**src/rtl/multiword_adder_seq_v.sv**
```systemverilog
// Wide adder that reuses one W-bit carry adder over N cycles, LS chunk first.
// Optional subtract mode (sub port) enabled by defining MULTIWORD_ADDER_SUB_EN.

module multiword_adder_chunk #(
    parameter int W = 8
) (
    input  logic [W-1:0] x_0,
    input  logic [W-1:0] x_1,
    input  logic         c_in,
    output logic [W-1:0] y,
    output logic         c_out
);
    assign {c_out, y} = {1'b0, x_0} + {1'b0, x_1} + {{W{1'b0}}, c_in};
endmodule

module multiword_adder_seq_v #(
    parameter int W = 8,
    parameter int N = 4
) (
    input  logic           clk,
    input  logic           rst,
    input  logic           in_valid,
    output logic           in_ready,
    input  logic [W*N-1:0] a,
    input  logic [W*N-1:0] b,
    input  logic           c_in,
`ifdef MULTIWORD_ADDER_SUB_EN
    input  logic           sub,
`endif
    output logic           out_valid,
    input  logic           out_ready,
    output logic [W*N-1:0] sum,
    output logic           c_out,
    output logic           busy
);
    localparam int WN = W * N;
    localparam int CW = (N > 1) ? $clog2(N) : 1;
    localparam logic [CW-1:0] CNT_LAST = CW'(N - 1);

    typedef enum logic [1:0] {IDLE, CALC, DONE} state_t;

    state_t        state_q, state_d;
    logic [CW-1:0] cnt;
    logic          carry;
    logic [WN-1:0] a_sh, b_sh, sum_q;
    logic          c_out_q;
    logic [W-1:0]  y;
    logic          co;

    multiword_adder_chunk #(.W(W)) u_chunk (
        .x_0   (a_sh[W-1:0]),
        .x_1   (b_sh[W-1:0]),
        .c_in  (carry),
        .y     (y),
        .c_out (co)
    );

    always_ff @(posedge clk) begin
        if (rst) state_q <= IDLE;
        else     state_q <= state_d;
    end

    always_comb begin
        state_d = state_q;
        case (state_q)
            IDLE:    if (in_valid)       state_d = CALC;
            CALC:    if (cnt == CNT_LAST) state_d = DONE;
            DONE:    if (out_ready)      state_d = IDLE;
            default:                     state_d = IDLE;
        endcase
    end

    always_ff @(posedge clk) begin
        if (rst) begin
            cnt     <= '0;
            carry   <= 1'b0;
            a_sh    <= '0;
            b_sh    <= '0;
            sum_q   <= '0;
            c_out_q <= 1'b0;
        end else begin
            case (state_q)
                IDLE: if (in_valid) begin
                    a_sh <= a;
`ifdef MULTIWORD_ADDER_SUB_EN
                    // subtract as a + ~b + 1
                    b_sh  <= sub ? ~b : b;
                    carry <= sub ? 1'b1 : c_in;
`else
                    b_sh  <= b;
                    carry <= c_in;
`endif
                    cnt  <= '0;
                end
                CALC: begin
                    // new chunk enters at the top; after N steps chunk 0 sits at the bottom
                    sum_q <= {y, sum_q[WN-1:W]};
                    a_sh  <= a_sh >> W;
                    b_sh  <= b_sh >> W;
                    carry <= co;
                    cnt   <= cnt + CW'(1);
                    if (cnt == CNT_LAST) c_out_q <= co;
                end
                default: ;
            endcase
        end
    end

    assign in_ready  = (state_q == IDLE);
    assign out_valid = (state_q == DONE);
    assign busy      = (state_q != IDLE);
    assign sum       = sum_q;
    assign c_out     = c_out_q;
endmodule

```
**config.mk**
```make
export PLATFORM = sky130hd
export DESIGN_NAME = multiword_adder_seq_v
export DESIGN_NICKNAME = d
export VERILOG_FILES = /design/src/rtl/multiword_adder_seq_v.sv
export SDC_FILE = /design/constraint.sdc
export NUM_CORES = 1
export LEC_CHECK = 0
export CAP_MARGIN = 0
export CORE_AREA = 2 2 152 117
export DETAILED_ROUTE_END_ITERATION = 16
export DIE_AREA = 0 0 154 119
export PLACE_DENSITY = 0.54
export SLEW_MARGIN = 20
export SYNTH_ARGS = -nofsm -noshare
export SYNTH_HDL_FRONTEND = slang
export SYNTH_HIERARCHICAL = 1
export SYNTH_SLANG_ARGS = --single-unit
```
**constraint.sdc**
```tcl
create_clock -name clk -period 2.7 [get_ports clk]
set_input_delay 0.81 -clock clk [delete_from_list [all_inputs] [get_ports clk]]
set_output_delay 0.81 -clock clk [all_outputs]
set_load 0.1 [all_outputs]
```
* Word-level counts from Yosys, hierarchy flattened
Index checks and enable logic that the tools add are counted.
Operators by class: add/subtract/negate cells 3, equal/unequal tests 6, multiplexer cells 12, reduce and logical (&&, ||, !) cells 6
Operator list (number):
- 32-bit one-hot mux with 2 select lines | 2
- 32-bit 2-to-1 mux | 2
- 8-bit by 8-bit adder with 9-bit output | 1
- 9-bit by 1-bit adder with 9-bit output | 1
- 2-bit 2-to-1 mux | 4
- 2-bit one-hot mux with 3 select lines | 1
- 2-bit == test (second input constant) | 2
- 2-bit != test (second input constant) | 2
- 2-bit one-hot mux with 2 select lines | 1
- 2-bit AND reduction | 2
- 2-bit nonzero test | 2
- 3-bit AND reduction | 1
- 2-bit by 1-bit adder with 2-bit output (second input constant) | 1
- 2-bit by 1-bit == test with 1-bit output (second input constant) | 1
- 2-bit zero test | 1
- 2-bit by 1-bit != test with 1-bit output (second input constant) | 1
- 1-bit one-hot mux with 2 select lines | 1
- 1-bit 2-to-1 mux | 1
Storage, ports and cells: register bits after elaboration 102, input bits 69, output and inout bits 36, word-level logic and storage cells 34

* Longest topological paths before layout
Gate-level depths: netlist of run 1.
word-level depth 3, mapped depth 7, depth with buffers taken out 7

* By module
Netlist of run 1, hierarchy kept.
Modules (own cells, without submodules):
- multiword_adder_seq_v | instances 1, cells an instance 468, area an instance 3796.1 um^2, seq. area each 2042.0 um^2
- multiword_adder_chunk | instances 1, cells an instance 40, area an instance 331.6 um^2, seq. area each 0.0 um^2

* Worst setup path after synthesis of run 1
Ideal clock, no wire load.
path kind register -> output, from register state_q[1], to output port out_valid, arrival time 1.755 ns, data required time 1.890 ns, slack 0.135 ns, cell stages (with the launch flop) 2, buffers on the path 0, cell sequence dfxtp_1 > nor2b_1
Between the ends: word-level cells in the longest chain between the ends 1
Ends and longest elaborated chain:
- from (decl) | RTL line 42 | state_t state_q, state_d;
- from (signal assigned) | RTL line 60 | else state_q <= state_d;
- 2-bit == test | RTL line 110 | assign out_valid = (state_q == DONE);
- to (decl) | RTL line 30 | output logic out_valid,
Every way passes these cells.

* Final worst setup path of run 1
from register state_q[1], to output port in_ready
Between the ends: word-level cells in the longest chain between the ends 1
Ends and longest elaborated chain:
- 2-bit zero test | RTL line 109 | assign in_ready = (state_q == IDLE);
- to (decl) | RTL line 23 | output logic in_ready,
Every way passes these cells.

==> out/results.tsv, run 1 <==
metric	value	unit
status	finished, final reports clean	
fillers	1782	
Compound-Gate Fraction of Synth Area	10.64	%
HP Class	reg -> reg	
Ys Warns	6	
R2R setup slack	0.55	ns
Avg WL per Cell	14.08	um
Finish-stage setup viols	0	
share of cells above drive strength 1	12.17	%
initial core utilization	24.17	%
RSZ-0062 raised after global routing	no	
Worst Setup Start Kind	flop	
GPL Wtd Cong	0.7679	
post-layout min period	2.167	ns
largest net degree at the start of global routing	87	
clock skew	0.009745	ns
total gr overflow	0	
worst path arrival time	1.36	ns
vias in the first global route	3651	
final hold vios	0	
area occupied by multi-input gates	1874	um2
IO Port Bufs	104	
RR Startpoint	carry$_SDFFE_PP0P_	
cell taking the most area after synthesis	dfxtp_1	
gr usage total	12.81	%
First DRT Iteration DRCs	223	
synthesized area	4128	um2
Antenna diodes	0	
Worst Path Max Fanout	7	
Vias	3742	
Max transition margin	43.32	%
Slowest-stage cell, CP	dfxtp_1	
Simple-Gate Fraction of Synth Area	30.13	%
CTS max path bufs	2	
Pwr per Cell Area	655.8	nW/um2
Yosys top cell area share	49.47	%
worst path cell trace	or2_2, inv_1, buf_4	
Pwr Total	3624	uW
Nets	674	
DIE HEIGHT	119	um
die area	18330	um2
CTS buffer count	9	
post-CTS sizing	0	
routed wire length	11.54	mm
most common flop cell mapped by yosys	dfxtp_1	
Leak	0.002248	uW
syn_area_per_cell	8.125	um2
hold_sp	sum[7]$_SDFFE_PP0P_	
CP endpoint kind	output pin	
most instantiated cells after synthesis	149 x nor2_1, 102 x dfxtp_1, 67 x nand2_1	
ranking of synthesized cells by area	dfxtp_1 49%, nor2_1 14%, nor4_1 7.6%, nand2_1 6.1%, a21oi_1 4.6%	
H-tree levels	3	
post-route ant nets	0	
Slew Viols, Final	0	
WS Path Type	reg -> out	
WHS	0.4603	ns
DRT Pass-1 Iters	4	
clock latency on the worst-skew pair	0.35	ns
Inst Count DP	804	
Syn Nets	587	
Hold-fix buffers, CTS	0	
IO Count	105	
Worst path top cell family by delay	flip-flops	
final instance count without filler cells	820	
xor/xnor cell area share of the yosys netlist	0.8487	%
width of the die	154	um
Setup Fix Bufs, Post-CTS	0	
VDD IR-drop max	0.2706	mV
Synth Register Bits	102	
Max Clock Freq	461.6	MHz
crit share post-route	80.24	%
Synth Area in Adders	3.395	%
DRC Markers	0	
Cell variety after synth	37	
Cell Rows	42	
first-pass GRT wire length	18.64	mm
largest family of logic cells by synthesized area	simple AND/OR/NAND/NOR gates	
asr flop ratio synth	0	%
WHS Path Cells	2	
Max-Cap Viols	0	
clk slew on worst S/H paths	0.07	ns
crit path buf inv count	2	
slew at the pin closest to its max-slew limit	0.8492	ns
multiplexer area fraction after synthesis	0.2728	%
dpl hpwl	8.185	mm
max incr delay on CP	0.36	ns
most common cell in the netlist	nor2_1	
worst-case reg-to-reg path depth	7	
Critical R2R Capture	carry$_SDFFE_PP0P_	
Seq/Total Area, Yosys	49.47	%
initial antenna violation count	0	
setup TNS	0	ns
Cells after Synth	508	
clock sink total	102	
CTS tree	yes	
Core ar.	17080	um2
Hold Crit Endpoint	sum[7]$_SDFFE_PP0P_	
WP data required	1.89	ns
Root Buffer	clkbuf_16	
Post-synth EDFFs	0	
Via-to-Cell Ratio	4.563	
FF/Latch Area	2042	um2
Area Overhead vs Synth	33.89	%
how the worst max path moves through the flow:
| stage | start | slack (ns) | to | cells past startpoint |
|---|---|---|---|---|
| after detailed placement | in_valid | 0.19 | a_sh[21]$_SDFFE_PP0P_ | 5 |
| after global placement | in_valid | 0.24 | cnt[0]$_SDFFE_PP0P_ | 4 |
| after global routing | carry$_SDFFE_PP0P_ | 0.46 | carry$_SDFFE_PP0P_ | 7 |
| after CTS | state_q[1]$_SDFFE_PP0P_ | 0.51 | in_ready | 3 |
| after floorplan | state_q[1]$_SDFFE_PP0P_ | 0.14 | out_valid | 1 |
| final | state_q[1]$_SDFFE_PP0P_ | 0.53 | in_ready | 3 |
tightest hold or removal path: cells and delay by family, from the launching register on:
family / cells / cell delay, ns
compound gates: 1 / 0.05
flops: 1 / 0.31
simple gates: 1 / 0.05
power by group:
part	internal [uW]	total [uW]	switching (uW)
clock network	637	1240	607
logic	271	698	427
registers	1610	1680	71.0
state kept, by name (all words and copies together) (netlist names):
signal / cells
cnt: 2
sum: 32
c_out: 1
a_sh: 32
carry: 1
b_sh: 32
state_q: 2
metrics by stage:
step / instance area [um2] / worst slack [ns] / utilization, %
global route: 5527 / 0.4606 / 32.36
floorplan: 4128 / 0.1352 / -
finish: 5527 / 0.5335 / 32.36
CTS: 5527 / 0.5138 / 32.36
detailed placement: 5245 / 0.1869 / 30.71
global placement: 5245 / 0.2379 / 30.71
layer usage:
layer	up-vias	track usage (%)	share of wire, %
met5	-	0	0
met3	8	3.748	3.7
met1	1771	16.97	49
met2	75	20.49	46
met4	0	3.271	0.99
li1	1888	-	-
cell type report:
type / count / area share [%]
timing repair buffer: 113 / 18.79
inverter: 4 / 0.2717
clock buffer: 9 / 4.075
tap: 220 / 4.981
multi-input combinational: 365 / 33.91
clock inverter: 7 / 1.019
sequential: 102 / 36.95
cell families after synthesis:
kind of cell             Yosys count
flip-flops                       102
multiplexers                       1
AO/OA/AOI/OAI                     67
AND/OR/NAND/NOR                  283
adder cells (fa/ha/maj)           10
buffers and inverters             41
XOR/XNOR                           4
layout by cell type, fill, tap and decap left out, types with 2 or more instances in the layout:
master	n
dfxtp_1	102
ha_1	8
fa_1	2
buf_12	2
nor2b_1	2
xor2_1	2
o21a_1	2
a311o_1	2
nand3b_1	2
inv_1	3
a22o_1	17
nand2_1	67
clkdlybuf4s50_1	67
nand2b_1	2
inv_6	2
a21o_1	2
nor2_1	149
buf_4	43
a21oi_1	38
nand3_1	3
clkbuf_16	9
nor4_1	50
xnor2_1	2
clkinvlp_4	3
Power figures use the tool's default switching activity.
==> inputs of run 2 (changes only) <==
--- a/config.mk
+++ b/config.mk
@@ -9,7 +9,7 @@
 export CORE_AREA = 2 2 152 117
 export DETAILED_ROUTE_END_ITERATION = 16
 export DIE_AREA = 0 0 154 119
-export PLACE_DENSITY = 0.54
+export PLACE_DENSITY = 0.55
 export SLEW_MARGIN = 20
 export SYNTH_ARGS = -nofsm -noshare
 export SYNTH_HDL_FRONTEND = slang
==> constraint.sdc (replaced) <==
create_clock -name clk -period 1.8 [get_ports clk]
set_input_delay 0.54 -clock clk [delete_from_list [all_inputs] [get_ports clk]]
set_output_delay 0.54 -clock clk [all_outputs]
set_load 0.1 [all_outputs]
==> run 2 against run 1 <==
Effect of this change:
- the flow now finishes with violations (setup timing)
- hold slack better by 0.018 ns
- routed wire length fell by 3.0%
- first-iteration DRC count is 15% higher
- clock-buffer cell count did not move
- core utilization increased by 3.7 points
- non-clock buffer count up 10
- clock power grew 73%
- worst setup slack lost 0.57 ns
- via count grew 0.80%
- die area stayed put
- critical endpoint is now sum[30]$_SDFFE_PP0P_
- register-to-register slack worse by 0.59 ns
- sequential power increased by 51%
==> out/results.tsv, run 2 (same netlist as run 1, synthesis figures left out) <==
metric	value	unit	change
status	finished, violations left		
failing checks	setup timing		
R2R setup slack	-0.04	ns	-0.59 ns
vias in the first global route	3673		+0.60%
Core ar.	17080	um2	unchanged
routed wire length	11.20	mm	-3.0%
Worst Setup Start Kind	flop		
VDD IR-drop max	0.4750	mV	+76%
Max transition margin	76.33	%	+33 points
Nets	684		+1.5%
clk slew on worst S/H paths	0.07	ns	about the same
Cell Rows	42		unchanged
Worst Path Max Fanout	2		-5
Max-Cap Viols	0		unchanged
dpl hpwl	8.249	mm	+0.78%
final hold vios	0		unchanged
worst setup margin	-0.03726	ns	-0.5708 ns
Slew Viols, Final	0		unchanged
RSZ-0062 raised after global routing	yes		
Pwr per Cell Area	949.1	nW/um2	+45%
Post-Place Worst Slack	-0.3359	ns	-0.5229 ns
gr usage total	12.72	%	-0.092 points
CTS max path bufs	2		unchanged
Vias	3772		+0.80%
post-layout min period	1.837	ns	
DIE HEIGHT	119	um	unchanged
first-pass GRT wire length	18.57	mm	-0.41%
slew at the pin closest to its max-slew limit	0.3550	ns	-0.4943 ns
Hold-fix buffers, CTS	0		unchanged
clock latency on the worst-skew pair	0.35	ns	about the same
CTS buffer count	9		unchanged
WP data required	2.09	ns	+0.20 ns
Avg WL per Cell	13.48	um	-4.3%
clock skew	0.007589	ns	-0.002156 ns
Finish-stage setup viols	2		+2
Via-to-Cell Ratio	4.539		-0.53%
setup TNS	-0.07173	ns	-0.07173 ns
GPL Wtd Cong	0.8134		+5.9%
DRT Pass-1 Iters	4		unchanged
most frequent cells in the layout	149 x nor2_1, 99 x dfxtp_1, 67 x nand2_1, 67 x clkdlybuf4s50_1, 50 x nor4_1		
total gr overflow	0		unchanged
CTS tree	yes		
Leak	0.002437	uW	+8.4%
worst path arrival time	2.13	ns	+0.77 ns
largest net degree at the start of global routing	52		-40%
width of the die	154	um	unchanged
max incr delay on CP	0.41	ns	+0.05 ns
H-tree levels	3		unchanged
worst-case reg-to-reg path depth	7		unchanged
First DRT Iteration DRCs	256		+15%
CP endpoint kind	flop		
WHS	0.4781	ns	+0.01779 ns
RR Startpoint	a_sh[0]$_SDFFE_PP0P_		
DRC Markers	0		unchanged
share of cells above drive strength 1	15.08	%	+2.9 points
Max Clock Freq	544.3	MHz	
Hold Crit Endpoint	a_sh[27]$_SDFFE_PP0P_		
WS Path Type	reg -> reg		
hold_sp	a_sh[27]$_SDFFE_PP0P_		
crit share post-route	102.1	%	
die area	18330	um2	unchanged
worst path cell trace	fa_2, fa_2, a21oi_2, o21a_1, xnor2_1, nand2_1, a21oi_1		
IO Port Bufs	104		unchanged
clock sink total	102		unchanged
initial core utilization	24.17	%	unchanged
post-route ant nets	0		unchanged
IO Count	105		unchanged
post-layout util	36.07	%	+3.7 points
cell mode on critical path	fa_2		
Critical R2R Capture	sum[30]$_SDFFE_PP0P_		
Area Overhead vs Synth	49.26	%	
commonest non-fill, non-tap cell in the layout	nor2_1		
Root Buffer	clkbuf_16		
WHS Path Cells	1		-1
Slowest-stage cell, CP	fa_2		
initial antenna violation count	1		+1
HP Class	reg -> reg		
==> run 2: per-layer routing <==
metal | GRT usage (%) | up-vias | share of wire (%)
met3 | 3.785 | 8 | 4.9
met4 | 3.505 | 0 | 1.2
met1 | 16.63 | 1767 | 48
li1 | - | 1909 | -
met5 | 0 | - | 0
met2 | 20.46 | 88 | 46
==> run 2: worst max-delay path by stage <==
| stage | start | to | cells after the start |
|---|---|---|---|
| after global placement | in_valid | a_sh[10]$_SDFFE_PP0P_ | 5 |
| after detailed placement | in_valid | a_sh[14]$_SDFFE_PP0P_ | 5 |
| after global routing | a_sh[0]$_SDFFE_PP0P_ | sum[30]$_SDFFE_PP0P_ | 7 |
| after floorplan | state_q[0]$_SDFFE_PP0P_ | in_ready | 2 |
| final | a_sh[0]$_SDFFE_PP0P_ | sum[30]$_SDFFE_PP0P_ | 7 |
| after CTS | a_sh[0]$_SDFFE_PP0P_ | sum[30]$_SDFFE_PP0P_ | 7 |
==> run 2: metrics by stage <==
stage | total power [uW] | area [um2] | instances
finish | 5847 | 6161 | 831
global route | 6132 | 6158 | 830
CTS | 5925 | 6136 | 828
detailed placement | 3753 | 5801 | 812
global placement | 3737 | 5801 | 812
floorplan | 3287 | 4145 | 508
==> run 2: critical path, delay by kind of cell, from the launching register on <==
| family | cells | cell delay (ns) |
|---|---|---|
| compound gates | 3 | 0.47 |
| xor+xnor | 1 | 0.13 |
| fa+ha+maj | 2 | 0.77 |
| flops | 1 | 0.33 |
| simple gates | 1 | 0.08 |
==> run 2: report_power, final <==
group | switching [uW] | internal [uW]
sequential | 120 | 2420
combinational | 649 | 512
clock | 913 | 1240
total | 1680 | 4160
==> run 2: cell type report <==
type	instances	area, um2
clock buffer	9	225.2
tap	220	275.3
sequential	102	2051
fill	1771	10920
multi-input combinational	365	1894
inverter	4	18.77
antenna	1	2.502
timing repair buffer	123	1592
clock inverter	7	102.6
==> run 2: timing repair <==
action	in CTS	in global routing
pin swaps	7	2
buffers inserted	0	2
resized for setup	5	3
setup endpoints to repair	5	27
==> inputs of run 3 (changes only) <==
--- a/config.mk
+++ b/config.mk
@@ -6,9 +6,9 @@
 export NUM_CORES = 1
 export LEC_CHECK = 0
 export CAP_MARGIN = 0
-export CORE_AREA = 2 2 152 117
+export CORE_AREA = 2 2 132 134
 export DETAILED_ROUTE_END_ITERATION = 16
-export DIE_AREA = 0 0 154 119
+export DIE_AREA = 0 0 134 136
 export PLACE_DENSITY = 0.55
 export SLEW_MARGIN = 20
 export SYNTH_ARGS = -nofsm -noshare
==> run 3 against run 2 <==
Effect of this change:
- the flow still finishes with violations (setup timing)
- largest power group unchanged
- sequential power about the same
- routed wire length up 3.8%
- power up 0.49%
- combinational power up 4%
- highest routed layer unchanged
- die area down 0.56%
- sequential share of layout area down 0.42 points
- clock-buffer cell count unchanged
- register-to-register slack about the same
- global-route usage about the same
- non-clock buffer count up 1
==> out/results.tsv, run 3 (same netlist as run 1, synthesis figures left out) <==
metric	value	unit	change
Worst Path Max Fanout	2		unchanged
clk slew on worst S/H paths	0.08	ns	about the same
worst path arrival time	2.12	ns	about the same
width of the die	134	um	-13%
Critical path destination	sum[28]$_SDFFE_PP0P_		
Vias	3809		+0.98%
Avg WL per Cell	13.89	um	+3.1%
hold_sp	rst		
CTS buffer count	9		unchanged
worst path cell trace	fa_2, fa_2, a21oi_2, buf_4, o21bai_1, xor2_1, nand2_1, a21oi_1		
total gr overflow	0		unchanged
post-route ant nets	0		unchanged
net load switching power	1686	uW	+0.19%
Max transition margin	50.07	%	-26 points
Core ar.	16880	um2	-1.2%
Crit path depth	8		+1
Slew Viols, Final	0		unchanged
Root Buffer	clkbuf_16		
DIE HEIGHT	136	um	+14%
HP Class	in -> reg		
commonest non-fill, non-tap cell in the layout	nor2_1		
worst setup margin	-0.04162	ns	-0.004354 ns
status	finished, violations left		
clock latency on the worst-skew pair	0.35	ns	about the same
IO Port Bufs	104		unchanged
WP data required	2.07	ns	-0.02 ns
most frequent cells in the layout	149 x nor2_1, 99 x dfxtp_1, 67 x nand2_1, 67 x clkdlybuf4s50_1, 49 x nor4_1		
Area Overhead vs Synth	50.77	%	
Max Clock Freq	543.0	MHz	-0.24%
Finish-stage setup viols	4		+2
CTS tree	yes		
Sequential Power Share	43.2	%	-0.2 points
Hold-fix buffers, CTS	0		unchanged
RSZ-0062 raised after global routing	yes		
worst-case reg-to-reg path depth	8		+1
initial antenna violation count	0		-1
GPL Wtd Cong	0.8046		-1.1%
slew at the pin closest to its max-slew limit	0.7481	ns	+0.3931 ns
WS Path Type	reg -> reg		
Critical R2R Capture	sum[28]$_SDFFE_PP0P_		
gr usage total	12.75	%	+0.027 points
Pwr Total	5876	uW	+0.49%
Clock power frac	36.3	%	-0.5 points
DRT Pass-1 Iters	6		+2
Pwr per Cell Area	944.2	nW/um2	-0.52%
vias in the first global route	3602		-1.9%
max incr delay on CP	0.40	ns	about the same
routed wire length	11.63	mm	+3.8%
CP endpoint kind	flop		
clock sink total	102		unchanged
Nets	686		+0.29%
Worst Setup Start Kind	flop		
Logic pwr share	20.5	%	+0.6 points
share of cells above drive strength 1	16.01	%	+0.93 points
Via-to-Cell Ratio	4.551		+0.26%
final hold vios	0		unchanged
failing checks	setup timing		
First DRT Iteration DRCs	234		-8.6%
crit path buf inv count	1		+1
Slowest-stage cell, CP	fa_2		
H-tree levels	3		unchanged
IO Count	105		unchanged
Worst Setup SP	b_sh[0]$_SDFFE_PP0P_		
P_int	4190	uW	+0.62%
Leak	0.002456	uW	+0.80%
Max-Cap Viols	0		unchanged
first-pass GRT wire length	18.37	mm	-1.1%
largest net degree at the start of global routing	61		+17%
Antenna diodes	0		-1
initial core utilization	24.46	%	+0.29 points
clock skew	0.01120	ns	+0.003607 ns
WHS	0.4459	ns	-0.03222 ns
cell mode on critical path	fa_2		
RR Startpoint	b_sh[0]$_SDFFE_PP0P_		
Net Sw Frac	28.69	%	-0.087 points
DRC Markers	0		unchanged
crit share post-route	102.3	%	+0.24 points
R2R setup slack	-0.04	ns	about the same
post-layout min period	1.842	ns	+0.004354 ns
VDD IR-drop max	0.5814	mV	+22%
CTS max path bufs	2		unchanged
Worst path top cell family by delay	adder cells		
die area	18220	um2	-0.56%
Cell Rows	48		+14%
dpl hpwl	8.406	mm	+1.9%
-- run 3: through the flow --
step                      utilization (%)  cells  setup WS (ns)  setup TNS [ns]  area (um2)
final                               36.88    837       -0.04162         -0.1039        6223
after global placement              34.53    818        -0.3365          -17.07        5827
after global routing                36.88    837        -0.1757         -0.6268        6223
after detailed placement            34.53    818        -0.3772          -18.37        5827
after CTS                           36.62    836       -0.06150         -0.1526        6180
after floorplan                         -    508       0.001861               0        4145
-- run 3: final cells by class --
class | count | area (um2)
repair buffers | 124 | 1629
well taps | 225 | 281.5
inverters | 4 | 18.77
flip-flops and latches | 102 | 2046
fillers | 1711 | 10650
clock inverters | 7 | 101.3
clock buffers | 9 | 225.2
multi-input cells | 366 | 1922
-- run 3: worst min-delay path by stage --
stage | endpoint | slack (ns) | cells past startpoint
3_5_place_dp | b_sh[24]$_SDFFE_PP0P_ | 0.46 | 1
5_1_grt | a_sh[22]$_SDFFE_PP0P_ | 0.45 | 2
6_report | a_sh[22]$_SDFFE_PP0P_ | 0.45 | 2
3_3_place_gp | a_sh[26]$_SDFFE_PP0P_ | 0.46 | 1
4_1_cts | b_sh[23]$_SDFFE_PP0P_ | 0.43 | 2
2_1_floorplan | a_sh[28]$_SDFFE_PP0P_ | 0.44 | 1
-- run 3: layer usage --
metal | GRT usage (%) | routed length [um]
met1 | 17.80 | 5681
met2 | 19.29 | 5161
met3 | 3.318 | 674
met4 | 3.783 | 112
met5 | 0 | 0
-- run 3: power groups by stage --
stage / sequential, uW / combinational (uW) / clock [uW]
5_1_grt: 2560 / 1310 / 2280
6_report: 2540 / 1210 / 2130
4_1_cts: 2540 / 1190 / 2190
2_1_floorplan: 2720 / 562 / 0
3_3_place_gp: 2580 / 1160 / 0
3_5_place_dp: 2590 / 1180 / 0
-- run 3: timing repair --
item | in CTS | in global routing
endpoints found under the setup margin | 10 | 35
pin swaps | 11 | 1
resized for setup | 5 | 5
gates cloned | 1 | 1
buffers inserted | 1 | 0
